$ cat src/rtl/rsa_pkg.sv
// Shared definitions for the RSA host-side Avalon-MM controller.
// UART register map, status bit positions and the controller state type.
package rsa_pkg;

  localparam logic [4:0] RX_BASE     = 5'h00;
  localparam logic [4:0] TX_BASE     = 5'h04;
  localparam logic [4:0] STATUS_BASE = 5'h08;

  localparam int RX_OK_BIT = 7;
  localparam int TX_OK_BIT = 6;

  typedef enum logic [2:0] {
    S_QUERY_RX,
    S_READ,
    S_START,
    S_WAIT,
    S_QUERY_TX,
    S_WRITE
  } state_t;

endpackage

$ cat src/rtl/rsa_avm_wrapper.sv
// Avalon-MM master that polls the RS232 UART, loads the key (n, d) and one
// ciphertext block a, starts the RSA core and streams the plaintext back.
// Ports: i_clk/i_rst (sync, active-high); o_avm_* / i_avm_* Avalon master to
// the UART slave; o_core_start/a/d/n and i_core_result/finished to the core.
module rsa_avm_wrapper
  import rsa_pkg::*;
#(
  parameter int BITWIDTH = 256
) (
  input  logic                i_clk,
  input  logic                i_rst,
  output logic [4:0]          o_avm_address,
  output logic                o_avm_read,
  input  logic [31:0]         i_avm_readdata,
  output logic                o_avm_write,
  output logic [31:0]         o_avm_writedata,
  input  logic                i_avm_waitreq,
  output logic                o_core_start,
  output logic [BITWIDTH-1:0] o_core_a,
  output logic [BITWIDTH-1:0] o_core_d,
  output logic [BITWIDTH-1:0] o_core_n,
  input  logic [BITWIDTH-1:0] i_core_result,
  input  logic                i_core_finished
);

  localparam int NBYTES = BITWIDTH / 8;
  localparam int CW     = $clog2(2 * NBYTES);

  localparam logic [CW-1:0] LAST_KEY = CW'(2 * NBYTES - 1);
  localparam logic [CW-1:0] LAST_A   = CW'(NBYTES - 1);
  localparam logic [CW-1:0] LAST_TX  = CW'(NBYTES - 2);
  localparam logic [CW-1:0] N_BYTES  = CW'(NBYTES);

  state_t              state_r, state_w;
  logic [CW-1:0]       cnt_r, cnt_w;
  logic                key_r, key_w;
  logic [BITWIDTH-1:0] n_r, n_w;
  logic [BITWIDTH-1:0] d_r, d_w;
  logic [BITWIDTH-1:0] a_r, a_w;
  logic [BITWIDTH-1:0] send_r, send_w;
  logic                read_r, read_w;
  logic                write_r, write_w;
  logic [4:0]          addr_r, addr_w;
  logic [7:0]          wdata_r, wdata_w;

  logic [7:0] byte_in;
  logic       done;
  logic       unused_rdata;

  assign byte_in      = i_avm_readdata[7:0];
  assign done         = (read_r | write_r) & ~i_avm_waitreq;
  assign unused_rdata = ^i_avm_readdata[31:8];

  always_comb begin
    state_w = state_r;
    cnt_w   = cnt_r;
    key_w   = key_r;
    n_w     = n_r;
    d_w     = d_r;
    a_w     = a_r;
    send_w  = send_r;
    read_w  = read_r;
    write_w = write_r;
    addr_w  = addr_r;
    wdata_w = wdata_r;
    case (state_r)
      S_QUERY_RX: begin
        if (!read_r) begin
          read_w = 1'b1;
          addr_w = STATUS_BASE;
        end else if (done) begin
          read_w = 1'b0;
          if (i_avm_readdata[RX_OK_BIT]) state_w = S_READ;
        end
      end
      S_READ: begin
        if (!read_r) begin
          read_w = 1'b1;
          addr_w = RX_BASE;
        end else if (done) begin
          read_w  = 1'b0;
          state_w = S_QUERY_RX;
          if (!key_r) begin
            if (cnt_r < N_BYTES)
              n_w = {n_r[BITWIDTH-9:0], byte_in};
            else
              d_w = {d_r[BITWIDTH-9:0], byte_in};
            if (cnt_r == LAST_KEY) begin
              key_w = 1'b1;
              cnt_w = '0;
            end else begin
              cnt_w = cnt_r + 1'b1;
            end
          end else begin
            a_w = {a_r[BITWIDTH-9:0], byte_in};
            if (cnt_r == LAST_A) begin
              cnt_w   = '0;
              state_w = S_START;
            end else begin
              cnt_w = cnt_r + 1'b1;
            end
          end
        end
      end
      S_START: state_w = S_WAIT;
      S_WAIT: begin
        if (i_core_finished) begin
          send_w  = i_core_result;
          state_w = S_QUERY_TX;
        end
      end
      S_QUERY_TX: begin
        if (!read_r) begin
          read_w = 1'b1;
          addr_w = STATUS_BASE;
        end else if (done) begin
          read_w = 1'b0;
          if (i_avm_readdata[TX_OK_BIT]) state_w = S_WRITE;
        end
      end
      S_WRITE: begin
        // Top byte is never sent: plaintext < n.
        if (!write_r) begin
          write_w = 1'b1;
          addr_w  = TX_BASE;
          wdata_w = send_r[BITWIDTH-9 -: 8];
        end else if (done) begin
          write_w = 1'b0;
          send_w  = send_r << 8;
          if (cnt_r == LAST_TX) begin
            cnt_w   = '0;
            state_w = S_QUERY_RX;
          end else begin
            cnt_w   = cnt_r + 1'b1;
            state_w = S_QUERY_TX;
          end
        end
      end
      default: state_w = S_QUERY_RX;
    endcase
  end

  always_ff @(posedge i_clk) begin
    if (i_rst) begin
      state_r <= S_QUERY_RX;
      cnt_r   <= '0;
      key_r   <= 1'b0;
      n_r     <= '0;
      d_r     <= '0;
      a_r     <= '0;
      send_r  <= '0;
      read_r  <= 1'b0;
      write_r <= 1'b0;
      addr_r  <= '0;
      wdata_r <= '0;
    end else begin
      state_r <= state_w;
      cnt_r   <= cnt_w;
      key_r   <= key_w;
      n_r     <= n_w;
      d_r     <= d_w;
      a_r     <= a_w;
      send_r  <= send_w;
      read_r  <= read_w;
      write_r <= write_w;
      addr_r  <= addr_w;
      wdata_r <= wdata_w;
    end
  end

  assign o_avm_address   = addr_r;
  assign o_avm_read      = read_r;
  assign o_avm_write     = write_r;
  assign o_avm_writedata = {24'd0, wdata_r};
  assign o_core_start    = (state_r == S_START);
  assign o_core_a        = a_r;
  assign o_core_d        = d_r;
  assign o_core_n        = n_r;

endmodule

$ cat config.mk
export PLATFORM = sky130hd
export DESIGN_NAME = rsa_avm_wrapper
export DESIGN_NICKNAME = d
export VERILOG_FILES = /design/src/rtl/rsa_pkg.sv /design/src/rtl/rsa_avm_wrapper.sv
export SDC_FILE = /design/constraint.sdc
export NUM_CORES = 2
export LEC_CHECK = 0
export CAP_MARGIN = 20
export CELL_PAD_IN_SITES_DETAIL_PLACEMENT = 0
export CELL_PAD_IN_SITES_GLOBAL_PLACEMENT = 1
export CORE_AREA = 2 2 429 431
export DETAILED_ROUTE_END_ITERATION = 10
export DIE_AREA = 0 0 431 433
export HOLD_SLACK_MARGIN = 0.08
export MAX_ROUTING_LAYER = met4
export PLACE_DENSITY_LB_ADDON = 0.1
export SYNTH_ARGS = -nofsm -noshare
export SYNTH_HDL_FRONTEND = slang
export SYNTH_SLANG_ARGS = --single-unit
$ cat constraint.sdc
create_clock -name i_clk -period 2.2 [get_ports i_clk]
set_input_delay 0.44 -clock i_clk [delete_from_list [all_inputs] [get_ports i_clk]]
set_output_delay 0.44 -clock i_clk [all_outputs]
set_load 0.05 [all_outputs]
==> metrics.txt <==
# TYPE chip_impl_metric gauge
chip_impl_metric{name="drt-vias-per-instance",unit=""} 4.385
chip_impl_metric{name="peak_supply_drop",unit="V"} 0.0005988
chip_impl_info{name="outcome",value="finished, final reports clean"} 1
chip_impl_info{name="cp_slowest_cell",value="sky130_fd_sc_hd__dfxtp_2"} 1
chip_impl_metric{name="critical_path.max_fanout",unit=""} 2
chip_impl_metric{name="final_worst_path_cycle_share",unit=""} 0.9656
chip_impl_metric{name="first_pass_grt_wire_length",unit="microns"} 255500
chip_impl_info{name="worst_r2r_endpoint",value="o_core_d[71]"} 1
chip_impl_metric{name="numPortBuffers",unit=""} 1040
chip_impl_metric{name="die-height",unit="microns"} 433
chip_impl_info{name="critical_path.startpoint",value="state_r[1]"} 1
chip_impl_metric{name="final_design_area_no_fill",unit="sq um"} 56540
chip_impl_metric{name="fraction_of_final_layout_cells_with_drive_strength_greater_than_1",unit=""} 0.1747
chip_impl_metric{name="fp-row-count",unit=""} 157
chip_impl_info{name="min_path_type",value="input port to flip-flop"} 1
chip_impl_info{name="rsz_0062_raised_after_global_routing",value="true"} 1
chip_impl_metric{name="post_route_wl",unit="microns"} 181900
chip_impl_info{name="path_class",value="flip-flop to output pin"} 1
chip_impl_metric{name="power-per-cell-area",unit="nW/um^2"} 756.9
chip_impl_info{name="worstSetupStartpointType",value="flip-flop"} 1
chip_impl_metric{name="synth_enable_flop_cells",unit=""} 0
chip_impl_metric{name="setup_total_negative_slack",unit="ns"} 0
chip_impl_metric{name="synth_cells",unit=""} 4873
chip_impl_metric{name="clock-sinks",unit=""} 1038
chip_impl_metric{name="worst-path-buf-inv",unit=""} 3
chip_impl_metric{name="fmaxAchievable",unit="MHz"} 470.7
chip_impl_metric{name="detail_route.wl_per_cell",unit="microns"} 21.68
chip_impl_metric{name="seq_area_frac_synth",unit=""} 0.5420
chip_impl_metric{name="tightestPinTransition",unit="ns"} 0.5677
chip_impl_info{name="cts_tree",value="built"} 1
chip_impl_metric{name="drt.antenna.violating_nets",unit=""} 0
chip_impl_metric{name="number_of_warnings_issued_by_yosys",unit=""} 0
chip_impl_metric{name="final-instance-count-excl-fill",unit=""} 8391
chip_impl_info{name="cp_cell_sequence",value="buf_6 > clkinvlp_4 > nor3_4 > buf_12"} 1
chip_impl_metric{name="dr.pass1.iters",unit=""} 5
chip_impl_metric{name="ff2ff_path_depth",unit=""} 10
chip_impl_info{name="hold_start",value="i_core_result[187]"} 1
chip_impl_metric{name="grt_antenna_before_repair",unit=""} 25
chip_impl_metric{name="worst_clock_skew",unit="ns"} 0.02439
chip_impl_metric{name="fp.dieW",unit="microns"} 431
chip_impl_metric{name="nets",unit=""} 6189
chip_impl_metric{name="cp.depth",unit=""} 4
chip_impl_metric{name="die_area",unit="sq um"} 186600
chip_impl_metric{name="cp_slowest_stage_delay",unit="ns"} 0.33
chip_impl_metric{name="maxSlewHeadroom",unit=""} 0.6230
chip_impl_metric{name="max-clock-path-buffers",unit=""} 3
chip_impl_metric{name="drt_drc_violations_left",unit=""} 0
chip_impl_metric{name="postSynthAreaPerCell",unit="sq um"} 7.868
chip_impl_metric{name="reg2reg_slack",unit="ns"} 0.15
chip_impl_metric{name="place.detailed.hpwl",unit="microns"} 136900
chip_impl_metric{name="detail_route.iter0.violations",unit=""} 2110
chip_impl_info{name="critPathTopFamily",value="buffers and inverters"} 1
chip_impl_metric{name="cell_depth_of_the_worst_hold_path",unit=""} 3
chip_impl_metric{name="max_cap_check_violation_count",unit=""} 0
chip_impl_metric{name="static-leakage-power",unit="uW"} 0.02001
chip_impl_metric{name="post_synth_instance_area",unit="sq um"} 38340
chip_impl_metric{name="starting_density_of_the_core",unit=""} 0.2106
chip_impl_metric{name="htreeDepth",unit=""} 4
chip_impl_metric{name="critPathArrivalTime",unit="ns"} 1.68
chip_impl_metric{name="dr_total_vias",unit=""} 36790
chip_impl_metric{name="grt_pass1_vias",unit=""} 35040
chip_impl_metric{name="core_area",unit="sq um"} 182100
chip_impl_metric{name="finalWeightedCongestion",unit=""} 0.8158
chip_impl_metric{name="dpl_cell_area",unit="sq um"} 51730
chip_impl_metric{name="clk-insertion-delay-late",unit="ns"} 0.78
chip_impl_metric{name="synth-async-reset-ratio",unit=""} 0
chip_impl_info{name="timing.rr.start",value="state_r[0]"} 1
chip_impl_metric{name="required",unit="ns"} 1.76
chip_impl_metric{name="slew_viol_final",unit=""} 0
chip_impl_info{name="ys.flop_type",value="sky130_fd_sc_hd__dfxtp_1"} 1
chip_impl_metric{name="top_level_ports",unit=""} 1100
chip_impl_metric{name="placed_cells",unit=""} 8133
chip_impl_metric{name="area_growth",unit="%"} 47.46
chip_impl_metric{name="grt_max_degree",unit=""} 88
chip_impl_info{name="endpoint_kind",value="output pin"} 1
chip_impl_info{name="clk_root_buffer_cell",value="sky130_fd_sc_hd__clkbuf_16"} 1
chip_impl_metric{name="grt_util_all_layers",unit=""} 0.1908
chip_impl_metric{name="ys_ff_latch",unit=""} 1038
chip_impl_metric{name="report.final.setup_viol",unit=""} 0
chip_impl_metric{name="timing.final.crit_period",unit="ns"} 2.124
chip_impl_metric{name="global_route_congestion_overflow_total",unit=""} 0
chip_impl_metric{name="timing.final.hold_violations",unit=""} 0
chip_impl_metric{name="path_clk_slew",unit="ns"} 0.06
chip_impl_metric{name="numCtsBuffers",unit=""} 135
chip_impl_info{name="hold_critical_path_endpoint",value="send_r[187]"} 1
chip_impl_metric{name="netlist-cell-type-count",unit=""} 49
## synth_stat cells, types with 2 or more instances
cell type                     n  share of area
sky130_fd_sc_hd__nand2_1   2028           0.20
sky130_fd_sc_hd__dfxtp_1   1038           0.54
sky130_fd_sc_hd__a21oi_1    785           0.10
sky130_fd_sc_hd__nor2_1     256          0.025
sky130_fd_sc_hd__a311oi_1   243          0.056
sky130_fd_sc_hd__clkbuf_1   221          0.022
sky130_fd_sc_hd__buf_2      124          0.016
sky130_fd_sc_hd__buf_6       52          0.015
sky130_fd_sc_hd__buf_4       29         0.0057
sky130_fd_sc_hd__o21ai_0     12         0.0016
sky130_fd_sc_hd__and2_1       9         0.0015
sky130_fd_sc_hd__nand3_1      9         0.0012
sky130_fd_sc_hd__mux2i_1      8         0.0021
sky130_fd_sc_hd__buf_1        5        0.00049
sky130_fd_sc_hd__inv_1        5        0.00049
sky130_fd_sc_hd__nand3b_1     3        0.00059
sky130_fd_sc_hd__nand4_1      3        0.00049
sky130_fd_sc_hd__nor3_1       3        0.00039
sky130_fd_sc_hd__a31oi_1      2        0.00033
sky130_fd_sc_hd__and3b_1      2        0.00046
sky130_fd_sc_hd__and4b_1      2        0.00052
sky130_fd_sc_hd__ha_1         2        0.00065
sky130_fd_sc_hd__nand4b_1     2        0.00046
sky130_fd_sc_hd__nor4_2       2        0.00065
sky130_fd_sc_hd__nor4bb_1     2        0.00052
sky130_fd_sc_hd__o21bai_1     2        0.00039
sky130_fd_sc_hd__or4_1        2        0.00039
## sequential cells by signal (all words and copies together) (netlist names)
register	flops
o_avm_read	1
o_core_d	256
o_avm_address	2
send_r	248
wdata_r	8
state_r	3
o_core_n	256
key_r	1
cnt_r	6
o_core_a	256
o_avm_write	1
## final cells by class
cell class                      count  area (sq um)
Antenna cell                        6         15.01
Clock buffer                      219          4224
Clock inverter                     23         282.8
Fill cell                       19690        125600
Inverter                            5         22.52
Multi-Input combinational cell   3425         15440
Sequential cell                  1038         20780
Tap cell                         2385          2984
Timing Repair Buffer             1290         12790
## routing by layer
layer  GRT usage  vias up  part of all wire
met2      0.3418      815              0.53
met4     0.05401        0             0.026
met1      0.2163    17620              0.40
li1            -    18110                 -
met3     0.03417      246             0.040
met5           -        -                 0
## through the flow
step                hold slack (ns)  utilization  setup WS [ns]  power [uW]
floorplan                    0.4323            -        0.03889       19880
global placement             0.4431       0.2841        -0.8554       20800
detailed placement           0.4494       0.2841        -0.8461       20790
CTS                          0.1559       0.3103      -0.009013       43670
global route                 0.1961       0.3105       -0.01021       44460
finish                       0.2369       0.3105        0.07557       42790
## tightest hold or removal path, delay by kind of cell
family,cells,cell delay [ns]
compound gates,1,0.07
buf+inv,1,0.39
simple gates,1,0.05
## kinds of logic after synthesis
logic type | Yosys count | synth area share
fa+ha+maj | 2 | 0.0006526
mux | 9 | 0.002382
flops | 1038 | 0.5420
compound gates | 1055 | 0.1626
buf+inv | 436 | 0.05975
xor+xnor | 1 | 0.0002285
simple gates | 2331 | 0.2323
other cells | 1 | 0.00009780
## worst max path at each step
| stage | end |
|---|---|
| final | o_core_start |
| after global routing | o_core_start |
| after CTS | o_core_start |
| after detailed placement | o_core_a[178] |
| after global placement | o_core_a[105] |
| after floorplan | o_core_d[215] |
## power breakdown
part           total, uW  internal (uW)  switching [uW]
Clock              22400          13600            8850
Combinational       1550            663             883
Sequential         18800          18800            7.42
## timing repair
action,4_1_cts,5_1_grt
setup buffers,4,4
cloned,0,1
setup endpoints to repair,468,136
hold buffers,1,0
resized for setup,1115,39
pin swaps,1,0
endpoints found under the hold margin,7,0
## placed cells by master, fill, tap and decap left out, types with 4 or more instances in the layout
master | Yosys | layout
sky130_fd_sc_hd__dfxtp_1 | 1038 | 1035
sky130_fd_sc_hd__nor2_1 | 256 | 256
sky130_fd_sc_hd__clkbuf_1 | 221 | 40
sky130_fd_sc_hd__mux2i_1 | 8 | 8
sky130_fd_sc_hd__buf_4 | 29 | 472
sky130_fd_sc_hd__clkinv_8 | 0 | 4
sky130_fd_sc_hd__buf_6 | 52 | 4
sky130_fd_sc_hd__a311oi_1 | 243 | 243
sky130_fd_sc_hd__clkbuf_16 | 0 | 144
sky130_fd_sc_hd__inv_1 | 5 | 4
sky130_fd_sc_hd__nand3_1 | 9 | 9
sky130_fd_sc_hd__conb_1 | 1 | 27
sky130_fd_sc_hd__buf_12 | 0 | 87
sky130_fd_sc_hd__and2_1 | 9 | 9
sky130_fd_sc_hd__bufinv_16 | 0 | 4
sky130_fd_sc_hd__clkdlybuf4s50_1 | 0 | 257
sky130_fd_sc_hd__dlygate4sd2_1 | 0 | 61
sky130_fd_sc_hd__nand2_1 | 2028 | 2028
sky130_fd_sc_hd__diode_2 | 0 | 6
sky130_fd_sc_hd__clkinv_2 | 0 | 8
sky130_fd_sc_hd__a21oi_1 | 785 | 785
sky130_fd_sc_hd__clkbuf_2 | 0 | 15
sky130_fd_sc_hd__clkinvlp_4 | 0 | 4
sky130_fd_sc_hd__o21ai_0 | 12 | 12
sky130_fd_sc_hd__clkdlybuf4s15_2 | 0 | 246
sky130_fd_sc_hd__clkdlybuf4s15_1 | 0 | 139
sky130_fd_sc_hd__clkbuf_8 | 0 | 36
No activity file was read; power rests on OpenSTA's default activity.
